File: src/rtl/id_ex_stage_fwd_pkg.sv
// Shared pipeline definitions for the ID/EX stage: forwarding encodings,
// control-bundle layout and default datapath widths.
package id_ex_stage_fwd_pkg;

    localparam int unsigned DEF_DATA_W = 32;
    localparam int unsigned DEF_REG_AW = 5;
    localparam int unsigned DEF_CNT_W  = 16;
    localparam int unsigned FUNCT_W    = 10;

    // Control bundle: {RegWrite, MemtoReg, MemRead, MemWrite, ALUSrc, ALUOp[1:0]}
    localparam int unsigned CTRL_W          = 7;
    localparam int unsigned CTRL_REG_WRITE  = 6;
    localparam int unsigned CTRL_MEM_TO_REG = 5;
    localparam int unsigned CTRL_MEM_READ   = 4;
    localparam int unsigned CTRL_MEM_WRITE  = 3;
    localparam int unsigned CTRL_ALU_SRC    = 2;
    localparam int unsigned CTRL_ALU_OP_HI  = 1;
    localparam int unsigned CTRL_ALU_OP_LO  = 0;

    typedef enum logic [1:0] {
        FWD_EX  = 2'b00,
        FWD_WB  = 2'b01,
        FWD_MEM = 2'b10
    } fwd_sel_e;

    typedef struct packed {
        logic       reg_write;
        logic       mem_to_reg;
        logic       mem_read;
        logic       mem_write;
        logic       alu_src;
        logic [1:0] alu_op;
    } ctrl_t;

endpackage

File: src/rtl/id_ex_stage_fwd_if.sv
// ID/EX stage bus: ID-side operands and control, hazard inputs from MEM/WB,
// and the registered EX-side view including the forwarding selects.
interface id_ex_stage_fwd_if
    import id_ex_stage_fwd_pkg::*;
#(
    parameter int unsigned DATA_W = DEF_DATA_W,
    parameter int unsigned REG_AW = DEF_REG_AW,
    parameter int unsigned CNT_W  = DEF_CNT_W
);
    logic                stall_i;
    logic                flush_i;
    logic [DATA_W-1:0]   RS1data_i;
    logic [DATA_W-1:0]   RS2data_i;
    logic [DATA_W-1:0]   imm_i;
    logic [REG_AW-1:0]   RS1addr_i;
    logic [REG_AW-1:0]   RS2addr_i;
    logic [REG_AW-1:0]   RDaddr_i;
    logic [FUNCT_W-1:0]  funct_i;
    logic                RegWrite_i;
    logic                MemtoReg_i;
    logic                MemRead_i;
    logic                MemWrite_i;
    logic                ALUSrc_i;
    logic [1:0]          ALUOp_i;
    logic [REG_AW-1:0]   EXMEM_RDaddr_i;
    logic                EXMEM_RegWrite_i;
    logic [REG_AW-1:0]   MEMWB_RDaddr_i;
    logic                MEMWB_RegWrite_i;

    logic [DATA_W-1:0]   RS1data_o;
    logic [DATA_W-1:0]   RS2data_o;
    logic [DATA_W-1:0]   imm_o;
    logic [REG_AW-1:0]   RS1addr_o;
    logic [REG_AW-1:0]   RS2addr_o;
    logic [REG_AW-1:0]   RDaddr_o;
    logic [FUNCT_W-1:0]  funct_o;
    logic                RegWrite_o;
    logic                MemtoReg_o;
    logic                MemRead_o;
    logic                MemWrite_o;
    logic                ALUSrc_o;
    logic [1:0]          ALUOp_o;
    logic                valid_o;
    logic [1:0]          ForwardA_o;
    logic [1:0]          ForwardB_o;
    logic [CNT_W-1:0]    bubble_cnt_o;

    modport slave (
        input  stall_i, flush_i, RS1data_i, RS2data_i, imm_i,
               RS1addr_i, RS2addr_i, RDaddr_i, funct_i,
               RegWrite_i, MemtoReg_i, MemRead_i, MemWrite_i, ALUSrc_i, ALUOp_i,
               EXMEM_RDaddr_i, EXMEM_RegWrite_i, MEMWB_RDaddr_i, MEMWB_RegWrite_i,
        output RS1data_o, RS2data_o, imm_o, RS1addr_o, RS2addr_o, RDaddr_o, funct_o,
               RegWrite_o, MemtoReg_o, MemRead_o, MemWrite_o, ALUSrc_o, ALUOp_o,
               valid_o, ForwardA_o, ForwardB_o, bubble_cnt_o
    );

    modport master (
        output stall_i, flush_i, RS1data_i, RS2data_i, imm_i,
               RS1addr_i, RS2addr_i, RDaddr_i, funct_i,
               RegWrite_i, MemtoReg_i, MemRead_i, MemWrite_i, ALUSrc_i, ALUOp_i,
               EXMEM_RDaddr_i, EXMEM_RegWrite_i, MEMWB_RDaddr_i, MEMWB_RegWrite_i,
        input  RS1data_o, RS2data_o, imm_o, RS1addr_o, RS2addr_o, RDaddr_o, funct_o,
               RegWrite_o, MemtoReg_o, MemRead_o, MemWrite_o, ALUSrc_o, ALUOp_o,
               valid_o, ForwardA_o, ForwardB_o, bubble_cnt_o
    );

endinterface

File: src/rtl/id_ex_stage_fwd_fwd_select.sv
// Forwarding select for one EX source operand: MEM result beats WB result,
// and x0 is never forwarded.
module id_ex_stage_fwd_fwd_select
    import id_ex_stage_fwd_pkg::*;
#(
    parameter int unsigned REG_AW = DEF_REG_AW
) (
    input  logic [REG_AW-1:0] rs_addr,
    input  logic [REG_AW-1:0] exmem_rd_addr,
    input  logic              exmem_reg_write,
    input  logic [REG_AW-1:0] memwb_rd_addr,
    input  logic              memwb_reg_write,
    output fwd_sel_e          fwd_sel_c
);

    always_comb begin
        fwd_sel_c = FWD_EX;
        if (exmem_reg_write && (exmem_rd_addr != '0) && (exmem_rd_addr == rs_addr)) begin
            fwd_sel_c = FWD_MEM;
        end else if (memwb_reg_write && (memwb_rd_addr != '0) && (memwb_rd_addr == rs_addr)) begin
            fwd_sel_c = FWD_WB;
        end
    end

endmodule

File: src/rtl/id_ex_stage_fwd.sv
// ID/EX pipeline register with stall/flush handling, a saturating bubble
// counter, and the ForwardA/ForwardB selects for the EX operand muxes.
module id_ex_stage_fwd
    import id_ex_stage_fwd_pkg::*;
#(
    parameter int unsigned DATA_W = DEF_DATA_W,
    parameter int unsigned REG_AW = DEF_REG_AW,
    parameter int unsigned CNT_W  = DEF_CNT_W
) (
    input logic               clk_i,
    input logic               rst_i,
    id_ex_stage_fwd_if.slave  bus
);

    localparam logic [CNT_W-1:0] CNT_MAX = '1;

    logic [DATA_W-1:0]  rs1_data_q;
    logic [DATA_W-1:0]  rs2_data_q;
    logic [DATA_W-1:0]  imm_q;
    logic [REG_AW-1:0]  rs1_addr_q;
    logic [REG_AW-1:0]  rs2_addr_q;
    logic [REG_AW-1:0]  rd_addr_q;
    logic [FUNCT_W-1:0] funct_q;
    ctrl_t              ctrl_d;
    ctrl_t              ctrl_q;
    logic               valid_q;
    logic [CNT_W-1:0]   bubble_cnt_q;
    fwd_sel_e           fwd_a_c;
    fwd_sel_e           fwd_b_c;

    // Gather ID control bits into the bundle
    always_comb begin
        ctrl_d            = '0;
        ctrl_d.reg_write  = bus.RegWrite_i;
        ctrl_d.mem_to_reg = bus.MemtoReg_i;
        ctrl_d.mem_read   = bus.MemRead_i;
        ctrl_d.mem_write  = bus.MemWrite_i;
        ctrl_d.alu_src    = bus.ALUSrc_i;
        ctrl_d.alu_op     = bus.ALUOp_i;
    end

    // Stage register: reset > flush (bubble) > stall (hold) > load
    always_ff @(posedge clk_i) begin
        if (rst_i || bus.flush_i) begin
            rs1_data_q <= '0;
            rs2_data_q <= '0;
            imm_q      <= '0;
            rs1_addr_q <= '0;
            rs2_addr_q <= '0;
            rd_addr_q  <= '0;
            funct_q    <= '0;
            ctrl_q     <= '0;
            valid_q    <= 1'b0;
        end else if (!bus.stall_i) begin
            rs1_data_q <= bus.RS1data_i;
            rs2_data_q <= bus.RS2data_i;
            imm_q      <= bus.imm_i;
            rs1_addr_q <= bus.RS1addr_i;
            rs2_addr_q <= bus.RS2addr_i;
            rd_addr_q  <= bus.RDaddr_i;
            funct_q    <= bus.funct_i;
            ctrl_q     <= ctrl_d;
            valid_q    <= 1'b1;
        end
    end

    // Saturating count of inserted bubbles
    always_ff @(posedge clk_i) begin
        if (rst_i) begin
            bubble_cnt_q <= '0;
        end else if (bus.flush_i && (bubble_cnt_q != CNT_MAX)) begin
            bubble_cnt_q <= bubble_cnt_q + CNT_W'(1);
        end
    end

    id_ex_stage_fwd_fwd_select #(.REG_AW(REG_AW)) u_fwd_a (
        .rs_addr         (rs1_addr_q),
        .exmem_rd_addr   (bus.EXMEM_RDaddr_i),
        .exmem_reg_write (bus.EXMEM_RegWrite_i),
        .memwb_rd_addr   (bus.MEMWB_RDaddr_i),
        .memwb_reg_write (bus.MEMWB_RegWrite_i),
        .fwd_sel_c       (fwd_a_c)
    );

    id_ex_stage_fwd_fwd_select #(.REG_AW(REG_AW)) u_fwd_b (
        .rs_addr         (rs2_addr_q),
        .exmem_rd_addr   (bus.EXMEM_RDaddr_i),
        .exmem_reg_write (bus.EXMEM_RegWrite_i),
        .memwb_rd_addr   (bus.MEMWB_RDaddr_i),
        .memwb_reg_write (bus.MEMWB_RegWrite_i),
        .fwd_sel_c       (fwd_b_c)
    );

    assign bus.RS1data_o    = rs1_data_q;
    assign bus.RS2data_o    = rs2_data_q;
    assign bus.imm_o        = imm_q;
    assign bus.RS1addr_o    = rs1_addr_q;
    assign bus.RS2addr_o    = rs2_addr_q;
    assign bus.RDaddr_o     = rd_addr_q;
    assign bus.funct_o      = funct_q;
    assign bus.RegWrite_o   = ctrl_q.reg_write;
    assign bus.MemtoReg_o   = ctrl_q.mem_to_reg;
    assign bus.MemRead_o    = ctrl_q.mem_read;
    assign bus.MemWrite_o   = ctrl_q.mem_write;
    assign bus.ALUSrc_o     = ctrl_q.alu_src;
    assign bus.ALUOp_o      = ctrl_q.alu_op;
    assign bus.valid_o      = valid_q;
    assign bus.ForwardA_o   = fwd_a_c;
    assign bus.ForwardB_o   = fwd_b_c;
    assign bus.bubble_cnt_o = bubble_cnt_q;

endmodule

File: src/flat_wrapper.sv
// flat-port wrapper written by rule: the top's interface ports become plain ports
module id_ex_stage_fwd_flat import id_ex_stage_fwd_pkg::*;
#(
    parameter int unsigned DATA_W = DEF_DATA_W,
    parameter int unsigned REG_AW = DEF_REG_AW,
    parameter int unsigned CNT_W  = DEF_CNT_W
)
  (clk_i, rst_i, bus_stall_i, bus_flush_i, bus_RS1data_i, bus_RS2data_i, bus_imm_i, bus_RS1addr_i, bus_RS2addr_i, bus_RDaddr_i, bus_funct_i, bus_RegWrite_i, bus_MemtoReg_i, bus_MemRead_i, bus_MemWrite_i, bus_ALUSrc_i, bus_ALUOp_i, bus_EXMEM_RDaddr_i, bus_EXMEM_RegWrite_i, bus_MEMWB_RDaddr_i, bus_MEMWB_RegWrite_i, bus_RS1data_o, bus_RS2data_o, bus_imm_o, bus_RS1addr_o, bus_RS2addr_o, bus_RDaddr_o, bus_funct_o, bus_RegWrite_o, bus_MemtoReg_o, bus_MemRead_o, bus_MemWrite_o, bus_ALUSrc_o, bus_ALUOp_o, bus_valid_o, bus_ForwardA_o, bus_ForwardB_o, bus_bubble_cnt_o);
  id_ex_stage_fwd_if #(.DATA_W(DATA_W), .REG_AW(REG_AW), .CNT_W(CNT_W)) bus_i ();
  input logic clk_i;
  input logic rst_i;
  input wire logic [$bits(bus_i.stall_i)-1:0] bus_stall_i;
  input wire logic [$bits(bus_i.flush_i)-1:0] bus_flush_i;
  input wire logic [$bits(bus_i.RS1data_i)-1:0] bus_RS1data_i;
  input wire logic [$bits(bus_i.RS2data_i)-1:0] bus_RS2data_i;
  input wire logic [$bits(bus_i.imm_i)-1:0] bus_imm_i;
  input wire logic [$bits(bus_i.RS1addr_i)-1:0] bus_RS1addr_i;
  input wire logic [$bits(bus_i.RS2addr_i)-1:0] bus_RS2addr_i;
  input wire logic [$bits(bus_i.RDaddr_i)-1:0] bus_RDaddr_i;
  input wire logic [$bits(bus_i.funct_i)-1:0] bus_funct_i;
  input wire logic [$bits(bus_i.RegWrite_i)-1:0] bus_RegWrite_i;
  input wire logic [$bits(bus_i.MemtoReg_i)-1:0] bus_MemtoReg_i;
  input wire logic [$bits(bus_i.MemRead_i)-1:0] bus_MemRead_i;
  input wire logic [$bits(bus_i.MemWrite_i)-1:0] bus_MemWrite_i;
  input wire logic [$bits(bus_i.ALUSrc_i)-1:0] bus_ALUSrc_i;
  input wire logic [$bits(bus_i.ALUOp_i)-1:0] bus_ALUOp_i;
  input wire logic [$bits(bus_i.EXMEM_RDaddr_i)-1:0] bus_EXMEM_RDaddr_i;
  input wire logic [$bits(bus_i.EXMEM_RegWrite_i)-1:0] bus_EXMEM_RegWrite_i;
  input wire logic [$bits(bus_i.MEMWB_RDaddr_i)-1:0] bus_MEMWB_RDaddr_i;
  input wire logic [$bits(bus_i.MEMWB_RegWrite_i)-1:0] bus_MEMWB_RegWrite_i;
  output wire logic [$bits(bus_i.RS1data_o)-1:0] bus_RS1data_o;
  output wire logic [$bits(bus_i.RS2data_o)-1:0] bus_RS2data_o;
  output wire logic [$bits(bus_i.imm_o)-1:0] bus_imm_o;
  output wire logic [$bits(bus_i.RS1addr_o)-1:0] bus_RS1addr_o;
  output wire logic [$bits(bus_i.RS2addr_o)-1:0] bus_RS2addr_o;
  output wire logic [$bits(bus_i.RDaddr_o)-1:0] bus_RDaddr_o;
  output wire logic [$bits(bus_i.funct_o)-1:0] bus_funct_o;
  output wire logic [$bits(bus_i.RegWrite_o)-1:0] bus_RegWrite_o;
  output wire logic [$bits(bus_i.MemtoReg_o)-1:0] bus_MemtoReg_o;
  output wire logic [$bits(bus_i.MemRead_o)-1:0] bus_MemRead_o;
  output wire logic [$bits(bus_i.MemWrite_o)-1:0] bus_MemWrite_o;
  output wire logic [$bits(bus_i.ALUSrc_o)-1:0] bus_ALUSrc_o;
  output wire logic [$bits(bus_i.ALUOp_o)-1:0] bus_ALUOp_o;
  output wire logic [$bits(bus_i.valid_o)-1:0] bus_valid_o;
  output wire logic [$bits(bus_i.ForwardA_o)-1:0] bus_ForwardA_o;
  output wire logic [$bits(bus_i.ForwardB_o)-1:0] bus_ForwardB_o;
  output wire logic [$bits(bus_i.bubble_cnt_o)-1:0] bus_bubble_cnt_o;
  assign bus_i.stall_i = bus_stall_i;
  assign bus_i.flush_i = bus_flush_i;
  assign bus_i.RS1data_i = bus_RS1data_i;
  assign bus_i.RS2data_i = bus_RS2data_i;
  assign bus_i.imm_i = bus_imm_i;
  assign bus_i.RS1addr_i = bus_RS1addr_i;
  assign bus_i.RS2addr_i = bus_RS2addr_i;
  assign bus_i.RDaddr_i = bus_RDaddr_i;
  assign bus_i.funct_i = bus_funct_i;
  assign bus_i.RegWrite_i = bus_RegWrite_i;
  assign bus_i.MemtoReg_i = bus_MemtoReg_i;
  assign bus_i.MemRead_i = bus_MemRead_i;
  assign bus_i.MemWrite_i = bus_MemWrite_i;
  assign bus_i.ALUSrc_i = bus_ALUSrc_i;
  assign bus_i.ALUOp_i = bus_ALUOp_i;
  assign bus_i.EXMEM_RDaddr_i = bus_EXMEM_RDaddr_i;
  assign bus_i.EXMEM_RegWrite_i = bus_EXMEM_RegWrite_i;
  assign bus_i.MEMWB_RDaddr_i = bus_MEMWB_RDaddr_i;
  assign bus_i.MEMWB_RegWrite_i = bus_MEMWB_RegWrite_i;
  assign bus_RS1data_o = bus_i.RS1data_o;
  assign bus_RS2data_o = bus_i.RS2data_o;
  assign bus_imm_o = bus_i.imm_o;
  assign bus_RS1addr_o = bus_i.RS1addr_o;
  assign bus_RS2addr_o = bus_i.RS2addr_o;
  assign bus_RDaddr_o = bus_i.RDaddr_o;
  assign bus_funct_o = bus_i.funct_o;
  assign bus_RegWrite_o = bus_i.RegWrite_o;
  assign bus_MemtoReg_o = bus_i.MemtoReg_o;
  assign bus_MemRead_o = bus_i.MemRead_o;
  assign bus_MemWrite_o = bus_i.MemWrite_o;
  assign bus_ALUSrc_o = bus_i.ALUSrc_o;
  assign bus_ALUOp_o = bus_i.ALUOp_o;
  assign bus_valid_o = bus_i.valid_o;
  assign bus_ForwardA_o = bus_i.ForwardA_o;
  assign bus_ForwardB_o = bus_i.ForwardB_o;
  assign bus_bubble_cnt_o = bus_i.bubble_cnt_o;
  id_ex_stage_fwd #(.DATA_W(DATA_W), .REG_AW(REG_AW), .CNT_W(CNT_W)) u_core (.clk_i(clk_i), .rst_i(rst_i), .bus(bus_i));
endmodule
File: config.mk
export PLATFORM = sky130hd
export DESIGN_NAME = id_ex_stage_fwd_flat
export DESIGN_NICKNAME = d
export VERILOG_FILES = /design/src/rtl/id_ex_stage_fwd_pkg.sv /design/src/rtl/id_ex_stage_fwd_if.sv /design/src/rtl/id_ex_stage_fwd_fwd_select.sv /design/src/rtl/id_ex_stage_fwd.sv /design/src/flat_wrapper.sv
export SDC_FILE = /design/constraint.sdc
export NUM_CORES = 1
export LEC_CHECK = 0
export ABC_AREA = 1
export BUFFER_PORTS_ARGS = -buffer_cell sky130_fd_sc_hd__buf_2
export CAP_MARGIN = 20
export CORE_AREA = 3 3 117 119
export DETAILED_ROUTE_END_ITERATION = 16
export DIE_AREA = 0 0 120 122
export GPL_ROUTABILITY_DRIVEN = 0
export PLACE_DENSITY = 0.85
export SYNTH_ARGS = -nofsm -noshare
export SYNTH_HDL_FRONTEND = slang
export SYNTH_HIERARCHICAL = 1
export SYNTH_SLANG_ARGS = --single-unit
File: constraint.sdc
create_clock -name clk_i -period 1.63 [get_ports clk_i]
set_input_delay 0.326 -clock clk_i [delete_from_list [all_inputs] [get_ports clk_i]]
set_output_delay 0.326 -clock clk_i [all_outputs]
set_load 0.1 [all_outputs]
# Word level (Yosys, flattened, before mapping)
# Index checks and enable logic that the tools add are counted.
[classes]
add_sub_neg = 1
eq_ne = 5
mux = 4
reduce_logical = 10
[op_table]
columns = ["op", "n"]
rows = [
  ["equality test 5 bit", 4],
  ["adder 16 x 1 -> 16 bit, second input constant", 1],
  ["!= test 16 bit, second input constant", 1],
  ["nonzero test 5 bit", 2],
  ["logical AND 1 bit", 7],
  ["two-way mux 2 bit", 2],
  ["two-way mux 1 bit", 2],
  ["logical OR 1 bit", 1],
]
[word_totals]
register_bits = 145
input_bits = 144
output_inout_bits = 149

# Depth between registers and ports, before layout
[depth]
word_depth = 5
depth_mapped = 10

# Modules after synthesis
# The synthesis kept the hierarchy.
[by_module_without_submodules]
columns = ["module", "instances", "cells_each", "area_per_inst_um2", "seq_area_each_um2"]
rows = [
  ["id_ex_stage_fwd", 1, 711, 5302.6, 2902.8],
  ["id_ex_stage_fwd_fwd_select", 2, 50, 214.0, 0.0],
]

# Least setup slack after synthesis
# OpenSTA, ideal clock, no wires.
[synth_path]
path_kind = "register to output"
start = "register u_core.rs1_addr_q[0], in the netlist u_core/bus.RS1addr_o[0]"
end = "output port bus_ForwardA_o[0]"
t_arrival_ns = 2.979
path_slack_ns = -1.675
stages_incl_launch_ff = 8
path_buffers = 0
cell_sequence = "dfxtp_1 inv_1 nand2_1 nand2_1 nor2_2 nand3_1 nor2_2 nor2_1"
[synth_via]
elab_chain_cells = 4
elab_cells_between_ends = 6
cone_classes = "2 x eq/ne; 2 x mux; 2 x reduce/logical"
[synth_lines]
columns = ["item", "line", "rtl"]
rows = [
  ["start: declaration", "id_ex_stage_fwd.sv:20", "logic [REG_AW-1:0] rs1_addr_q;"],
  ["start signal: assignment", "id_ex_stage_fwd.sv:58", "rs1_addr_q <= bus.RS1addr_i;"],
  ["equality test 5 bit", "id_ex_stage_fwd_fwd_select.sv:20", "end else if (memwb_reg_write && (memwb_rd_addr != '0) && (memwb_rd_addr == rs_addr)) begin"],
  ["logical AND 1 bit", "id_ex_stage_fwd_fwd_select.sv:20", ""],
  ["two-way mux 1 bit", "id_ex_stage_fwd_fwd_select.sv:20", ""],
  ["two-way mux 2 bit (*)", "id_ex_stage_fwd_fwd_select.sv:18", "if (exmem_reg_write && (exmem_rd_addr != '0) && (exmem_rd_addr == rs_addr)) begin"],
  ["end: declaration", "flat_wrapper.sv:45", "output wire logic [$bits(bus_i.ForwardA_o)-1:0] bus_ForwardA_o;"],
]
# Mark *: on every way between the ends. The rest lies on a longest branch, timed or not.

# Worst setup path in the final report
[layout_path]
start = "register u_core.rs2_addr_q[0], in the netlist u_core/bus.RS2addr_o[0]"
end = "output port bus_ForwardB_o[0]"
[layout_via]
elab_chain_cells = 4
elab_cells_between_ends = 6
cone_classes = "2 x eq/ne; 2 x mux; 2 x reduce/logical"
[layout_lines]
columns = ["item", "line", "rtl"]
rows = [
  ["start: declaration", "id_ex_stage_fwd.sv:21", "logic [REG_AW-1:0] rs2_addr_q;"],
  ["start signal: assignment", "id_ex_stage_fwd.sv:59", "rs2_addr_q <= bus.RS2addr_i;"],
  ["equality test 5 bit", "id_ex_stage_fwd_fwd_select.sv:20", ""],
  ["logical AND 1 bit", "id_ex_stage_fwd_fwd_select.sv:20", ""],
  ["two-way mux 1 bit", "id_ex_stage_fwd_fwd_select.sv:20", ""],
  ["two-way mux 2 bit (*)", "id_ex_stage_fwd_fwd_select.sv:18", ""],
  ["end: declaration", "flat_wrapper.sv:46", "output wire logic [$bits(bus_i.ForwardB_o)-1:0] bus_ForwardB_o;"],
]
# Marks and branches as above.

==> out/metrics.yaml <==
required_ns: 1.30
nNetsFinal: 1233
cp_max_fo: 3
final_cell_mix: "nand2_1, buf_2, a21oi_1"
period_share: 1.15
cts.path.max_buffers: 2
fin_tns_setup_ns: -0.903
wl_microns: 16900
initial_utilization: 0.452
die_w_microns: 120
die-height_microns: 122
worst_slew_pin_slew_ns: 0.549
ys_ff_latch: 145
leakagePower_nw: 3.94
ys_seq_area_frac: 0.507
cts_tree: "yes"
gr-total-overflow: 0
pre_cts_slack_ns: 0.0375
maxCapViolCount: 0
antenna_found_initial: 0
crit_type: "flip-flop to primary output"
p_per_area_mw_per_mm2: 1130
dpl.hpwl_microns: 12000
ant_nets: 0
io_pins: 293
clock-root-buffer: "clkbuf_16"
finClkSkew_ns: 0.00730
end_kind: "primary output"
dp_cells: 1238
clk_latency_ns: 0.41
synthDistinctLibCells: 21
grt_max_degree: 129
diodes: 0
syn_area_sq_mm: 0.00573
syn_area_per_cell_sq_um: 7.07
area_growth_pct: 42.0
finalHoldViolations: 0
core-area_sq_mm: 0.0127
worstPathArrival_ns: 1.55
status: "finished, violations left"
ir_drop_v: 0.000761
relSlewSlack: 0.634
layout_commonest_cell: "nand2_1"
hold_path_depth: 2
drtIter0Drc: 364
drc: 0
final_cell_count_no_fill: 1273
placementRows: 41
vias: 6145
finalCoreUtilization: 0.642
worst_slack_ns: -0.243
rsz0062_at_grt: "true"
grtUsageTotal: 0.216
syn-num-nets: 956
r2r_cells: 9
drt-wirelength-per-cell_microns: 13.3
fmax_ghz: 0.534
setup.worst_path.start_class: "flip-flop"
clock_sinks: 145
grt_pass1_vias: 5451
cts_inserted_buffers: 17
final_max_slew_viol_count: 0
fin_crit_ns: 1.87
finalSetupViolations: 4
holdWs_ns: 0.0975
hold_class: "input pin to flip-flop"
htree_levels: 4
die_area_sq_mm: 0.0146
ctsHoldBuffers: 0
synthCells: 811
clkTransAtPathRegs_ns: 0.06
io_buffers: 292
final.fill_count: 1122
yosys_warnings: 6
grt_pass1_wl_microns: 25600
dr.pass1.iters: 6
via_per_inst: 4.83
drive_above_1_share: 0.360
violations: "setup timing"
==> metrics by stage <==
step	instance area [sq um]	total power [mW]
after detailed placement	7490	5.28
final	8140	9.18
after floorplan	5830	4.89
after CTS	8130	9.26
after global placement	7490	5.27
after global routing	8140	9.52
==> layer usage <==
layer  vias to the layer above  global-route usage  wire (microns)
li1                       3109                   -               -
met1                      2737               0.242            6560
met2                       262               0.381            8510
met3                        37              0.0724            1500
met4                         0              0.0859             362
met5                         -                   0               0
==> sequential cells by signal (all words and copies together) (netlist names) <==
signal / count
u_core/bus.RS2data_o: 32
u_core/bus.MemWrite_o: 1
u_core/bus.imm_o: 32
u_core/bus.RS1data_o: 32
u_core/bus.funct_o: 10
u_core/bus.ALUOp_o: 2
u_core/bus.ALUSrc_o: 1
u_core/bus.bubble_cnt_o: 16
u_core/bus.RS2addr_o: 5
u_core/bus.MemRead_o: 1
u_core/bus.RegWrite_o: 1
u_core/bus.RS1addr_o: 5
u_core/bus.valid_o: 1
u_core/bus.MemtoReg_o: 1
u_core/bus.RDaddr_o: 5
==> path summary, 6_finish.rpt <==
check	slack (ns)	to	from
setup / recovery	-0.24	bus_ForwardB_o[0]	u_core/bus.RS2addr_o[0]
hold / removal	0.1	u_core/bus.bubble_cnt_o[12]	rst_i
setup reg to reg	0.16	u_core/bus.bubble_cnt_o[15]	u_core/bus.bubble_cnt_o[0]
hold reg to reg	0.46	u_core/bus.imm_o[18]	u_core/bus.imm_o[18]
==> power breakdown <==
group          internal [mW]  total, mW  leakage [nW]  switching [mW]
registers               3.64       3.70          1.20          0.0599
logic                  0.338       1.52          2.44            1.18
clock network           2.50       3.97         0.299            1.47
==> cell families (layout without fill, tap and decap cells) <==
logic type / Yosys count / after routing / synth area share
AOI/OAI and AO/OA: 147 / 147 / 0.129
xor gates and xnor gates: 2 / 2 / 0.00306
adders and majority gates: 1 / 1 / 0.00218
buffers and inverters: 83 / 373 / 0.0600
DFF: 145 / 145 / 0.507
and+or+nand+nor: 433 / 433 / 0.299
==> final cells by class <==
type	count	area, sq um	area share
timing repair buffer	303	1660	0.204
clock buffer	19	454	0.0558
multi-input combinational	583	2530	0.311
inverter	38	148	0.0181
tap	172	215	0.0265
clock inverter	13	158	0.0194
sequential	145	2970	0.365
==> cells in the mapped netlist <==
cell,number,area (sq um)
dfxtp_1,145,2900
nand4_1,3,18.8
inv_1,31,116
buf_2,19,95.1
a21boi_0,2,15.0
o21ai_0,7,35.0
nor2_4,3,33.8
buf_6,1,11.3
buf_1,2,7.51
a21oi_1,138,691
nor3_1,2,10.0
nand2_1,338,1270
ha_1,1,12.5
nand2_2,7,43.8
inv_2,6,22.5
nor2_1,55,206
nor2_2,5,31.3
nand3_1,20,100
clkbuf_1,23,86.3
clkinv_2,1,5.00
xor2_1,2,17.5
==> what timing repair did <==
action / 4_1_cts / 5_1_grt
pin swaps: 10 / 3
setup endpoints to repair: 4 / 4
buffers inserted: 3 / 0
gates resized for setup: 2 / 5
==> worst max-delay path: stages, from the launching register on <==
cell and delay, ns:
dfxtp_4 0.36, inv_2 0.05, nand2_1 0.05, nand2_1 0.05
nor2_2 0.12, nand3_2 0.10, nor2_4 0.19, nor2_4 0.05
buf_12 0.16
(Power assumes the default switching activity.)
